## src/rtl/spi_slave_port_if.sv

```systemverilog
// Pin-level SPI signals plus the on-chip byte streams and status of spi_slave_port.
// The slave modport is the port side; master is the SPI master / on-chip user side.
interface spi_slave_port_if;
    logic       SCLK;
    logic       SSn;
    logic       MOSI;
    logic       MISO;
    logic       MISO_oe;
    logic [7:0] tx_data;
    logic       tx_valid;
    logic       tx_ready;
    logic [7:0] rx_data;
    logic       rx_valid;
    logic       rx_ready;
    logic       overrun;
    logic       underrun;
    logic       clr_flags;
    logic       busy;

    modport slave (
        input  SCLK, SSn, MOSI, tx_data, tx_valid, rx_ready, clr_flags,
        output MISO, MISO_oe, tx_ready, rx_data, rx_valid, overrun, underrun, busy
    );

    modport master (
        output SCLK, SSn, MOSI, tx_data, tx_valid, rx_ready, clr_flags,
        input  MISO, MISO_oe, tx_ready, rx_data, rx_valid, overrun, underrun, busy
    );
endinterface

```

## src/rtl/spi_slave_port.sv

```systemverilog
// SPI mode-0 responder, 8-bit MSB-first frames, fully in the HCLK domain.
// SCLK/SSn/MOSI are oversampled; edges come from the last sync stage vs one delay flop.
module spi_slave_port #(
    parameter int         SYNC_STAGES = 2,
    parameter logic [7:0] DEFAULT_TX  = 8'hFF
) (
    input  logic            HCLK,
    input  logic            HRESETn,
    spi_slave_port_if.slave bus
);
    typedef enum logic {IDLE, ACTIVE} state_t;

    state_t                 state, state_nxt;
    logic [SYNC_STAGES-1:0] sclk_sync, ssn_sync, mosi_sync;
    logic                   sclk_d, ssn_d;
    logic                   sclk_s, ssn_s, mosi_s;
    logic                   sclk_rise, sclk_fall, ssn_fall;
    logic [2:0]             bitcnt;
    logic [7:0]             tx_shift, rx_shift, rx_byte, rx_data;
    logic                   rx_valid, overrun, underrun;
    logic                   load, deselect, rx_bit, tx_bit, byte_done, drop;

    always_ff @(posedge HCLK or negedge HRESETn) begin
        if (!HRESETn) begin
            sclk_sync <= '0;
            ssn_sync  <= '1;
            mosi_sync <= '0;
            sclk_d    <= 1'b0;
            ssn_d     <= 1'b1;
        end else begin
            sclk_sync <= {sclk_sync[SYNC_STAGES-2:0], bus.SCLK};
            ssn_sync  <= {ssn_sync[SYNC_STAGES-2:0], bus.SSn};
            mosi_sync <= {mosi_sync[SYNC_STAGES-2:0], bus.MOSI};
            sclk_d    <= sclk_sync[SYNC_STAGES-1];
            ssn_d     <= ssn_sync[SYNC_STAGES-1];
        end
    end

    assign sclk_s    = sclk_sync[SYNC_STAGES-1];
    assign ssn_s     = ssn_sync[SYNC_STAGES-1];
    assign mosi_s    = mosi_sync[SYNC_STAGES-1];
    assign sclk_rise = sclk_s & ~sclk_d;
    assign sclk_fall = ~sclk_s & sclk_d;
    assign ssn_fall  = ~ssn_s & ssn_d;

    always_ff @(posedge HCLK or negedge HRESETn) begin
        if (!HRESETn) state <= IDLE;
        else          state <= state_nxt;
    end

    // Deselect outranks a coincident SCLK edge, so a master that drops SCLK and
    // raises SSn together does not trigger a reload (and a lost tx handshake).
    always_comb begin
        state_nxt = state;
        load      = 1'b0;
        deselect  = 1'b0;
        case (state)
            IDLE: begin
                if (ssn_fall) begin
                    state_nxt = ACTIVE;
                    load      = 1'b1;
                end
            end
            ACTIVE: begin
                if (ssn_s) begin
                    state_nxt = IDLE;
                    deselect  = 1'b1;
                end else if (sclk_fall && bitcnt == 3'd0) begin
                    load = 1'b1;
                end
            end
            default: state_nxt = IDLE;
        endcase
    end

    assign rx_bit    = (state == ACTIVE) && !ssn_s && sclk_rise;
    assign tx_bit    = (state == ACTIVE) && !ssn_s && sclk_fall && (bitcnt != 3'd0);
    assign rx_byte   = {rx_shift[6:0], mosi_s};
    assign byte_done = rx_bit && (bitcnt == 3'd7);
    assign drop      = byte_done && rx_valid && !bus.rx_ready;

    always_ff @(posedge HCLK or negedge HRESETn) begin
        if (!HRESETn) begin
            tx_shift <= 8'h00;
        end else if (load) begin
            tx_shift <= bus.tx_valid ? bus.tx_data : DEFAULT_TX;
        end else if (tx_bit) begin
            tx_shift <= {tx_shift[6:0], 1'b0};
        end
    end

    always_ff @(posedge HCLK or negedge HRESETn) begin
        if (!HRESETn) begin
            bitcnt   <= 3'd0;
            rx_shift <= 8'h00;
        end else if (deselect || (state == IDLE && ssn_fall)) begin
            bitcnt   <= 3'd0;
            rx_shift <= 8'h00;
        end else if (rx_bit) begin
            bitcnt   <= bitcnt + 3'd1;
            rx_shift <= rx_byte;
        end
    end

    // A byte completing while the consumer takes the old one is accepted in place.
    always_ff @(posedge HCLK or negedge HRESETn) begin
        if (!HRESETn) begin
            rx_data  <= 8'h00;
            rx_valid <= 1'b0;
        end else if (byte_done && !drop) begin
            rx_data  <= rx_byte;
            rx_valid <= 1'b1;
        end else if (rx_valid && bus.rx_ready) begin
            rx_valid <= 1'b0;
        end
    end

    always_ff @(posedge HCLK or negedge HRESETn) begin
        if (!HRESETn) begin
            overrun  <= 1'b0;
            underrun <= 1'b0;
        end else begin
            if (drop)               overrun <= 1'b1;
            else if (bus.clr_flags) overrun <= 1'b0;
            if (load && !bus.tx_valid) underrun <= 1'b1;
            else if (bus.clr_flags)    underrun <= 1'b0;
        end
    end

    assign bus.MISO     = tx_shift[7];
    assign bus.MISO_oe  = (state == ACTIVE);
    assign bus.busy     = (state == ACTIVE);
    assign bus.tx_ready = load;
    assign bus.rx_data  = rx_data;
    assign bus.rx_valid = rx_valid;
    assign bus.overrun  = overrun;
    assign bus.underrun = underrun;
endmodule

```

## src/flat_wrapper.sv

```systemverilog
// flat-port wrapper written by rule: the top's interface ports become plain ports
module spi_slave_port_flat 
#(
    parameter int         SYNC_STAGES = 2,
    parameter logic [7:0] DEFAULT_TX  = 8'hFF
)
  (HCLK, HRESETn, bus_SCLK, bus_SSn, bus_MOSI, bus_tx_data, bus_tx_valid, bus_rx_ready, bus_clr_flags, bus_MISO, bus_MISO_oe, bus_tx_ready, bus_rx_data, bus_rx_valid, bus_overrun, bus_underrun, bus_busy);
  spi_slave_port_if bus_i ();
  input  logic HCLK;
  input  logic HRESETn;
  input wire logic [$bits(bus_i.SCLK)-1:0] bus_SCLK;
  input wire logic [$bits(bus_i.SSn)-1:0] bus_SSn;
  input wire logic [$bits(bus_i.MOSI)-1:0] bus_MOSI;
  input wire logic [$bits(bus_i.tx_data)-1:0] bus_tx_data;
  input wire logic [$bits(bus_i.tx_valid)-1:0] bus_tx_valid;
  input wire logic [$bits(bus_i.rx_ready)-1:0] bus_rx_ready;
  input wire logic [$bits(bus_i.clr_flags)-1:0] bus_clr_flags;
  output wire logic [$bits(bus_i.MISO)-1:0] bus_MISO;
  output wire logic [$bits(bus_i.MISO_oe)-1:0] bus_MISO_oe;
  output wire logic [$bits(bus_i.tx_ready)-1:0] bus_tx_ready;
  output wire logic [$bits(bus_i.rx_data)-1:0] bus_rx_data;
  output wire logic [$bits(bus_i.rx_valid)-1:0] bus_rx_valid;
  output wire logic [$bits(bus_i.overrun)-1:0] bus_overrun;
  output wire logic [$bits(bus_i.underrun)-1:0] bus_underrun;
  output wire logic [$bits(bus_i.busy)-1:0] bus_busy;
  assign bus_i.SCLK = bus_SCLK;
  assign bus_i.SSn = bus_SSn;
  assign bus_i.MOSI = bus_MOSI;
  assign bus_i.tx_data = bus_tx_data;
  assign bus_i.tx_valid = bus_tx_valid;
  assign bus_i.rx_ready = bus_rx_ready;
  assign bus_i.clr_flags = bus_clr_flags;
  assign bus_MISO = bus_i.MISO;
  assign bus_MISO_oe = bus_i.MISO_oe;
  assign bus_tx_ready = bus_i.tx_ready;
  assign bus_rx_data = bus_i.rx_data;
  assign bus_rx_valid = bus_i.rx_valid;
  assign bus_overrun = bus_i.overrun;
  assign bus_underrun = bus_i.underrun;
  assign bus_busy = bus_i.busy;
  spi_slave_port #(.SYNC_STAGES(SYNC_STAGES), .DEFAULT_TX(DEFAULT_TX)) u_core (.HCLK(HCLK), .HRESETn(HRESETn), .bus(bus_i));
endmodule
```

## config.mk

```make
export PLATFORM = sky130hd
export DESIGN_NAME = spi_slave_port_flat
export DESIGN_NICKNAME = d
export VERILOG_FILES = /design/src/rtl/spi_slave_port_if.sv /design/src/rtl/spi_slave_port.sv /design/src/flat_wrapper.sv
export SDC_FILE = /design/constraint.sdc
export NUM_CORES = 1
export LEC_CHECK = 0
export ABC_AREA = 1
export BUFFER_PORTS_ARGS = -buffer_cell sky130_fd_sc_hd__buf_2
export CAP_MARGIN = 20
export CORE_UTILIZATION = 61
export CTS_BUF_LIST = sky130_fd_sc_hd__clkbuf_8
export DETAILED_ROUTE_END_ITERATION = 16
export PLACE_DENSITY = 0.87
export SYNTH_ARGS = -nofsm -noshare
export SYNTH_HDL_FRONTEND = slang
export SYNTH_SLANG_ARGS = --single-unit
```

## constraint.sdc

```tcl
create_clock -name HCLK -period 2.53 [get_ports HCLK]
set_clock_uncertainty 0.05 [all_clocks]
set_input_delay 0.253 -clock HCLK [delete_from_list [all_inputs] [get_ports HCLK]]
set_output_delay 0.253 -clock HCLK [all_outputs]
set_load 0.01 [all_outputs]
```

; Yosys cells after proc, flatten, opt, wreduce, memory -nomap -nowiden
; Cells that the tools add are included.
[totals]
reg_bits = 38
input_bits = 16
out_inout_bits = 15
wordCells = 66
[classes]
add_sub_neg = 1
n_eq_ne = 1
muxes = 20
n_bitwise = 7
n_reduce_logical = 24
[ops]
columns = operator, n
row1 = $mux 8, 3
row2 = $mux 7, 2
row3 = $logic_and 1x1->1, 12
row4 = $mux 1, 11
row5 = $reduce_bool 2->1, 5
row6 = $mux 3, 2
row7 = $logic_not 1->1, 4
row8 = $not 1->1, 4
row9 = $pmux 1 s2, 2
row10 = $add 3x1->3 const B, 1
row11 = $and 1x1->1, 3
row12 = $eq 3x3->1 const B, 1
row13 = $logic_not 3->1, 1
row14 = $reduce_bool 3->1, 1
row15 = $logic_or 1x1->1, 1

; Longest topological paths before layout
; Gate-level depths: netlist of run 1.
[logic_depth]
depth_word = 9
mapped_depth = 8
mapped_depth_nobuf = 7

; Worst setup path before layout of run 1
; Ideal clock, no wire load.
[synth_path]
kind = reg2out
start = register u_core.bitcnt[0]
end = output port bus_tx_ready
arrival_time_ps = 1160
required_time_ps = 2227
setup_slack_ps = 1067
path_stages_with_launch = 6
n_path_buf = 1
path_cell_list = dfrtp_1 > inv_1 > ha_1 > nand2_1 > clkbuf_1 > o21ai_0
[synth_via]
elab_chain_len = 5
[synth_rtl]
columns = item, line_no
row1 = "start, declared", spi_slave_port.sv:18  ; logic [2:0] bitcnt;
row2 = "start signal, assigned", spi_slave_port.sv:100  ; bitcnt <= bitcnt + 3'd1;
row3 = $logic_not 3->1, spi_slave_port.sv:68  ; end else if (sclk_fall && bitcnt == 3'd0) begin
row4 = $logic_and 1x1->1, spi_slave_port.sv:68
row5 = $mux 1, spi_slave_port.sv:68
row6 = $mux 1, spi_slave_port.sv:65  ; if (ssn_s) begin
row7 = $pmux 1 s2, spi_slave_port.sv:57  ; case (state)
row8 = "end, declared", flat_wrapper.sv:20  ; output wire logic [$bits(bus_i.tx_ready)-1:0] bus_tx_ready;
; No other way between the ends.

; Worst setup path in the final report of run 1
; Ends and elaborated chain as after synthesis.

==> results of run 1 <==
final cells by class:
class / instances / share of cell area [%]
multi-input combinational: 128 / 30.4
sequential: 38 / 49.5
tap: 30 / 1.95
clock buffer: 6 / 4.29
timing repair buffer: 31 / 8.18
inverter: 13 / 2.53
clock inverter: 2 / 3.12
cell families after synthesis:
kind of cell	synth area share, %
buf+inv	4.79
simple gates	30.9
compound gates	2.94
flops	59.0
fa+ha+maj	2.32
path summary, 6_finish.rpt:
check / from / endpoint
min in group HCLK: bus_MOSI / u_core.mosi_sync[0]
hold reg to reg: u_core.ssn_sync[0] / u_core.ssn_sync[1]
setup / recovery: u_core.bitcnt[0] / bus_tx_ready
hold / removal: HRESETn / u_core.bus.underrun
setup reg to reg: u_core.bitcnt[0] / u_core.bus.rx_data[0]
max in group asynchronous: HRESETn / u_core.rx_shift[1]
per-layer routing:
metal	vias up	track usage [%]	wire length, µm
met5	-	0	0
li1	636	-	-
met1	633	28.2	1340
met2	39	45.0	1440
met3	7	9.48	167
met4	0	10.1	57
registers in the layout, indices dropped and copies added, names as in the netlist:
signal	flops
u_core.rx_shift	7
u_core.tx_shift	8
u_core.ssn_d	1
u_core.sclk_d	1
u_core.bus.overrun	1
u_core.sclk_sync	2
u_core.ssn_sync	2
u_core.bus.MISO_oe	1
u_core.bus.rx_data	8
u_core.bitcnt	3
u_core.mosi_sync	2
u_core.bus.underrun	1
u_core.bus.rx_valid	1
cell usage in the layout (no fill, tap or decap):
cell       synthesis  routed
a21oi_1            4       4
buf_2              2      30
buf_4              2       1
bufinv_16          0       2
clkbuf_8           0       6
clkinv_1           2       2
dfrtp_1           35      35
dfstp_2            3       3
ha_1               3       3
inv_1             10      10
inv_2              1       1
nand2_1           68      68
nand2_2            2       2
nand2_4            1       1
nand3_1           16      16
nand3_2            1       1
nand3b_1           3       3
nor2_1            23      23
nor2_2             1       1
nor3_4             1       1
o211ai_1           1       1
o21ai_0            3       3
o21ai_1            1       1
power breakdown:
part	leakage, nW	internal, mW	switching, mW
Sequential	0.483	0.653	0.0232
Clock	0.0714	0.420	0.215
Combinational	0.498	0.0535	0.0910
worst max-delay path, stage by stage (launching register included):
cell     delay, ns
dfrtp_1       0.40
inv_1         0.08
ha_1          0.14
nand2_1       0.25
o21ai_0       0.23
buf_2         0.15
stage by stage:
stage	utilization [%]	std cells	setup slack, ns	hold slack (ns)
3_5_place_dp	71.4	240	0.904	0.292
2_1_floorplan	-	184	1.07	-0.0926
3_3_place_gp	71.4	240	0.988	0.288
4_1_cts	77.1	248	0.671	0.00723
5_1_grt	77.1	248	0.538	0.00184
6_report	77.1	248	0.668	-0.0104
==> out/qor.yml, run 1 <==
status:
  outcome: "finished, violations left"
  violations: "negative hold slack"
synth:
  synthArstFlopShare_pct: 100
  synth_edf_count: 0
  synth_top_cell_by_area: "dfrtp_1"
  syn_area_per_cell_um2: 8.79
  synth_area_um2: 1620
  seq_area_frac_synth_pct: 59.0
  yosysTopAreaCellShare_pct: 54.1
  synth_cell_types: 22
  syn-num-nets: 203
  ys_top_cells_by_count: "nand2_1 (68), dfrtp_1 (35), nor2_1 (23), nand3_1 (16), inv_1 (10)"
  ys_top_cells_by_area: "dfrtp_1 (54%), nand2_1 (16%), nor2_1 (5.3%)"
  ys.flop_type: "dfrtp_1"
  yosys_warnings: 0
  syn_inst: 184
  yosysMostFrequentCell: "nand2_1"
  ys_seq_elements: 38
sta:
  post-route-period-util_pct: 73.6
  layout_min_cycle_time_ns: 1.86
  holdWs_ns: -0.0104
  fin_setup_tns_ns: 0
  hold_viol: 6
  rsz0062_at_grt: "false"
  clock.fmax_mhz: 537
  slew_viol_final: 0
  relSlewSlack_pct: 46.0
  finalSetupViolCount: 0
  worst_pin_slew_ns: 0.811
setup_path:
  arrival_ns: 1.56
  crit_fanout: 13
  end_kind: "output port"
  start_kind: "register"
  path_class: "reg2out"
  cp.required_ns: 2.23
  ff2ff_path_depth: 7
  rrSetupSlack_ns: 0.89
clocking:
  cts_tree: "done"
  cts_setup_buffers: 0
  clkSlewWorstSetupHoldPaths_ns: 0.08
  cts_buffers: 5
  cts_max_level: 2
  worstSkewPairLatency_ns: 0.30
  clockRootBuffer: "clkbuf_8"
  clockBufferDepth: 2
  ctsHoldBuffers: 0
  ctsResizeCount: 0
  cts.sinks: 38
pwr:
  powerDensity_nw_per_um2: 756
  leakagePower_nw: 1.05
  ir_worst_vdd_mv: 0.757
  total_power_mw: 1.46
detailed_routing:
  drt_pass1_iterations: 4
  dr_total_vias: 1315
  viasPerCell: 5.30
  wl_per_cell_um: 12.1
  drc_errors: 0
  final_antenna_net_count: 0
  drt_iter0_drc: 15
  routed_wl_um: 3010
grt:
  first_global_vias: 1245
  overflow: 0
  grt_usage_pct: 25.8
  grt_pass1_wl_um: 5010
  antenna_found_initial: 0
  grt_start_max_net_pins: 39
die:
  core_area_um2: 2500
  start_util_pct: 64.7
  dieHeight_um: 53.5
  boundaryPins: 31
  die-area_um2: 2860
  core.rowCount: 18
  dieWidth_um: 53.5
layout:
  diodes: 0
  fin_nets: 236
  multi_input_area_um2: 586
  fillers: 164
  fin_area_um2: 1930
  drive_gt1_share_pct: 22.5
  area_delta_synth_final_pct: 19.1
  seq_area_um2: 955
placed_design:
  portBuffers: 30
  gp_congestion: 0.742
  place_hpwl_um: 2110
  placed_area_um2: 1780
worst_hold_path:
  min_path_type: "in2async"
job:
  cap_violations: 0
(Power assumes the default switching activity.)
==> inputs of run 2 (changes only) <==
CORE_UTILIZATION = 56   (was 61)
PLACE_DENSITY = 0.81   (was 0.87)
clock period = 1.8 ns   (was 2.53 ns; I/O delays follow)
==> run 2 against run 1 <==
Compared with the run above: critical path depth is 1 higher; sequential power increased by 41%; clock power shrank 8.3%; highest routed layer unchanged; final area stayed put; the run now ends clean.
==> out/qor.yml, run 2 (same netlist as run 1, synthesis figures left out) <==
status:
  outcome: "finished clean"
clocking:
  clkSlewWorstSetupHoldPaths_ns: 0.07  # about the same
  cts_setup_buffers: 0  # unchanged
  cts_buffers: 5  # unchanged
  clockRootBuffer: "clkbuf_8"
  cts_tree: "done"
  cts_max_level: 2  # unchanged
  clockBufferDepth: 2  # unchanged
  worstSkewPairLatency_ns: 0.29  # about the same
  cts.sinks: 38  # unchanged
placed_design:
  portBuffers: 30  # unchanged
  pre_cts_ws_ns: 0.192  # -0.712 ns
  place_hpwl_um: 2060  # -2.2%
  dp.cells: 241  # +0.42%
  gp_congestion: 0.748  # +0.73%
sta:
  finalSetupViolCount: 0  # unchanged
  post-route-period-util_pct: 94.6
  hold_viol: 0  # -6
  setup_slack_ns: 0.0969  # -0.571 ns
  slew_viol_final: 0  # unchanged
  clock.fmax_mhz: 587
  holdWs_ns: 0.0553  # +0.0657 ns
  worst_pin_slew_ns: 0.793  # -0.0180 ns
  layout_min_cycle_time_ns: 1.70
  fin_setup_tns_ns: 0  # unchanged
  relSlewSlack_pct: 47.2  # +1.2 points
  rsz0062_at_grt: "false"
grt:
  antenna_found_initial: 0  # unchanged
  grt_pass1_wl_um: 5220  # +4.3%
  grt_start_max_net_pins: 39  # unchanged
  overflow: 0  # unchanged
  first_global_vias: 1279  # +2.7%
  grt_usage_pct: 22.2  # -3.6 points
die:
  core_area_um2: 2760  # +10%
  dieWidth_um: 55.8  # +4.2%
  die-area_um2: 3110  # +8.6%
  dieHeight_um: 55.8  # +4.2%
  start_util_pct: 58.7  # -6.0 points
  core.rowCount: 19  # +1
  boundaryPins: 31  # unchanged
pwr:
  internal-power_mw: 1.31  # +16%
  clkPwrFrac_pct: 33.2  # -10 points
  combPwrFrac_pct: 12.2  # +2.3 points
  p_sw_share_pct: 25.4  # +2.9 points
  powerDensity_nw_per_um2: 909  # +20%
  leakagePower_nw: 1.05  # -0.27%
  ir_worst_vdd_mv: 0.617  # -18%
  power.net_switching_mw: 0.445  # +36%
  seq_power_share_pct: 54.6  # +8.1 points
worst_hold_path:
  min_path_type: "in2reg"
  holdPathEnd: "u_core.bus.overrun"
  hold_depth: 2
  min_from: "bus_clr_flags"
layout:
  fin_nets: 240  # +1.7%
  reg_top3: "u_core.bus.rx_data: 8 flops, u_core.tx_shift: 8 flops, u_core.rx_shift: 7 flops"
  area_delta_synth_final_pct: 19.1  # unchanged
  diodes: 0  # unchanged
  drive_gt1_share_pct: 22.1  # -0.40 points
  instances_no_fill: 253  # +2.0%
  final_cell_mix: "nand2_1 (67), dfrtp_1 (35), buf_2 (30)"
  final_common_cell: "nand2_1"
setup_path:
  start_kind: "register"
  cpMostUsedCell: "nand2_1"
  cp_cell_sequence: "inv_2, nand2_2, nor2_1, nor2_2, nand2_1, nand2_1"
  reg2reg_from: "u_core.ssn_sync[1]"
  path_class: "reg2reg"
  ff2ff_path_depth: 6  # -1
  cp.depth: 6  # +1
  cp.required_ns: 1.92  # -0.31 ns
  arrival_ns: 1.83  # +0.27 ns
  r2r-end: "u_core.rx_shift[3]"
  crit_path_max_incr_delay_ns: 0.57  # +0.17 ns
  end_kind: "register"
  slowest_stage: "nor2_1"
  rrSetupSlack_ns: 0.1  # -0.79 ns
  cp_top_family: "simple AND/OR/NAND/NOR gates"
  cp_num_buf_inv: 1  # -1
  crit_fanout: 11  # -2
detailed_routing:
  drt_pass1_iterations: 4  # unchanged
  wl_per_cell_um: 11.9  # -2.1%
  dr_total_vias: 1300  # -1.1%
  routed_wl_um: 3000  # -0.13%
  drc_errors: 0  # unchanged
  drt_iter0_drc: 70  # +55
  viasPerCell: 5.14  # -3.1%
  final_antenna_net_count: 0  # unchanged
job:
  cap_violations: 0  # unchanged
==> run 2: how the worst max path moves through the flow <==
stage                            start                     to  slack [ns]
floorplan             u_core.bitcnt[0]  u_core.bus.rx_data[0]        0.40
global placement      u_core.bitcnt[0]  u_core.bus.rx_data[1]        0.26
detailed placement    u_core.bitcnt[0]  u_core.bus.rx_data[5]        0.19
CTS                 u_core.bus.MISO_oe           bus_tx_ready        0.07
global route        u_core.ssn_sync[1]     u_core.rx_shift[3]        0.02
finish              u_core.ssn_sync[1]     u_core.rx_shift[3]         0.1
==> run 2: power by group through the flow <==
stage / logic (mW) / clock network (mW) / registers [mW]
4_1_cts: 0.213 / 0.596 / 0.955
6_report: 0.213 / 0.582 / 0.956
2_1_floorplan: 0.133 / 0 / 0.966
3_5_place_dp: 0.203 / 0 / 0.970
5_1_grt: 0.243 / 0.641 / 0.961
3_3_place_gp: 0.192 / 0 / 0.965
==> run 2: metrics by stage <==
stage	total power, mW	util, %	area (µm²)
finish	1.75	69.9	1930
global route	1.85	69.9	1930
CTS	1.76	69.6	1920
detailed placement	1.17	64.7	1790
global placement	1.16	64.7	1790
floorplan	1.10	-	1620
==> run 2: layout make-up <==
class                      instances  area (µm²)
sequential                        38         955
tap                               31        38.8
timing repair buffer              35         198
inverter                          13        48.8
clock buffer                       6        82.6
multi-input combinational        128         596
clock inverter                     2        8.76
fill                             235         831
==> run 2: per-layer routing <==
| layer | vias up | wire, µm | share of wire [%] | global-route usage [%] |
|---|---|---|---|---|
| met3 | 7 | 102 | 3.4 | 5.12 |
| li1 | 648 | - | - | - |
| met2 | 27 | 1530 | 51 | 35.5 |
| met5 | - | 0 | 0 | 0 |
| met1 | 618 | 1300 | 43 | 26.8 |
| met4 | 0 | 76 | 2.5 | 15.4 |
==> run 2: timing repair <==
action | CTS | global route
resized for setup | 1 | 2
hold buffers | 4 | 0
pin swaps | 0 | 0
endpoints found under the hold margin | 38 | 0
endpoints found under the setup margin | 1 | 1
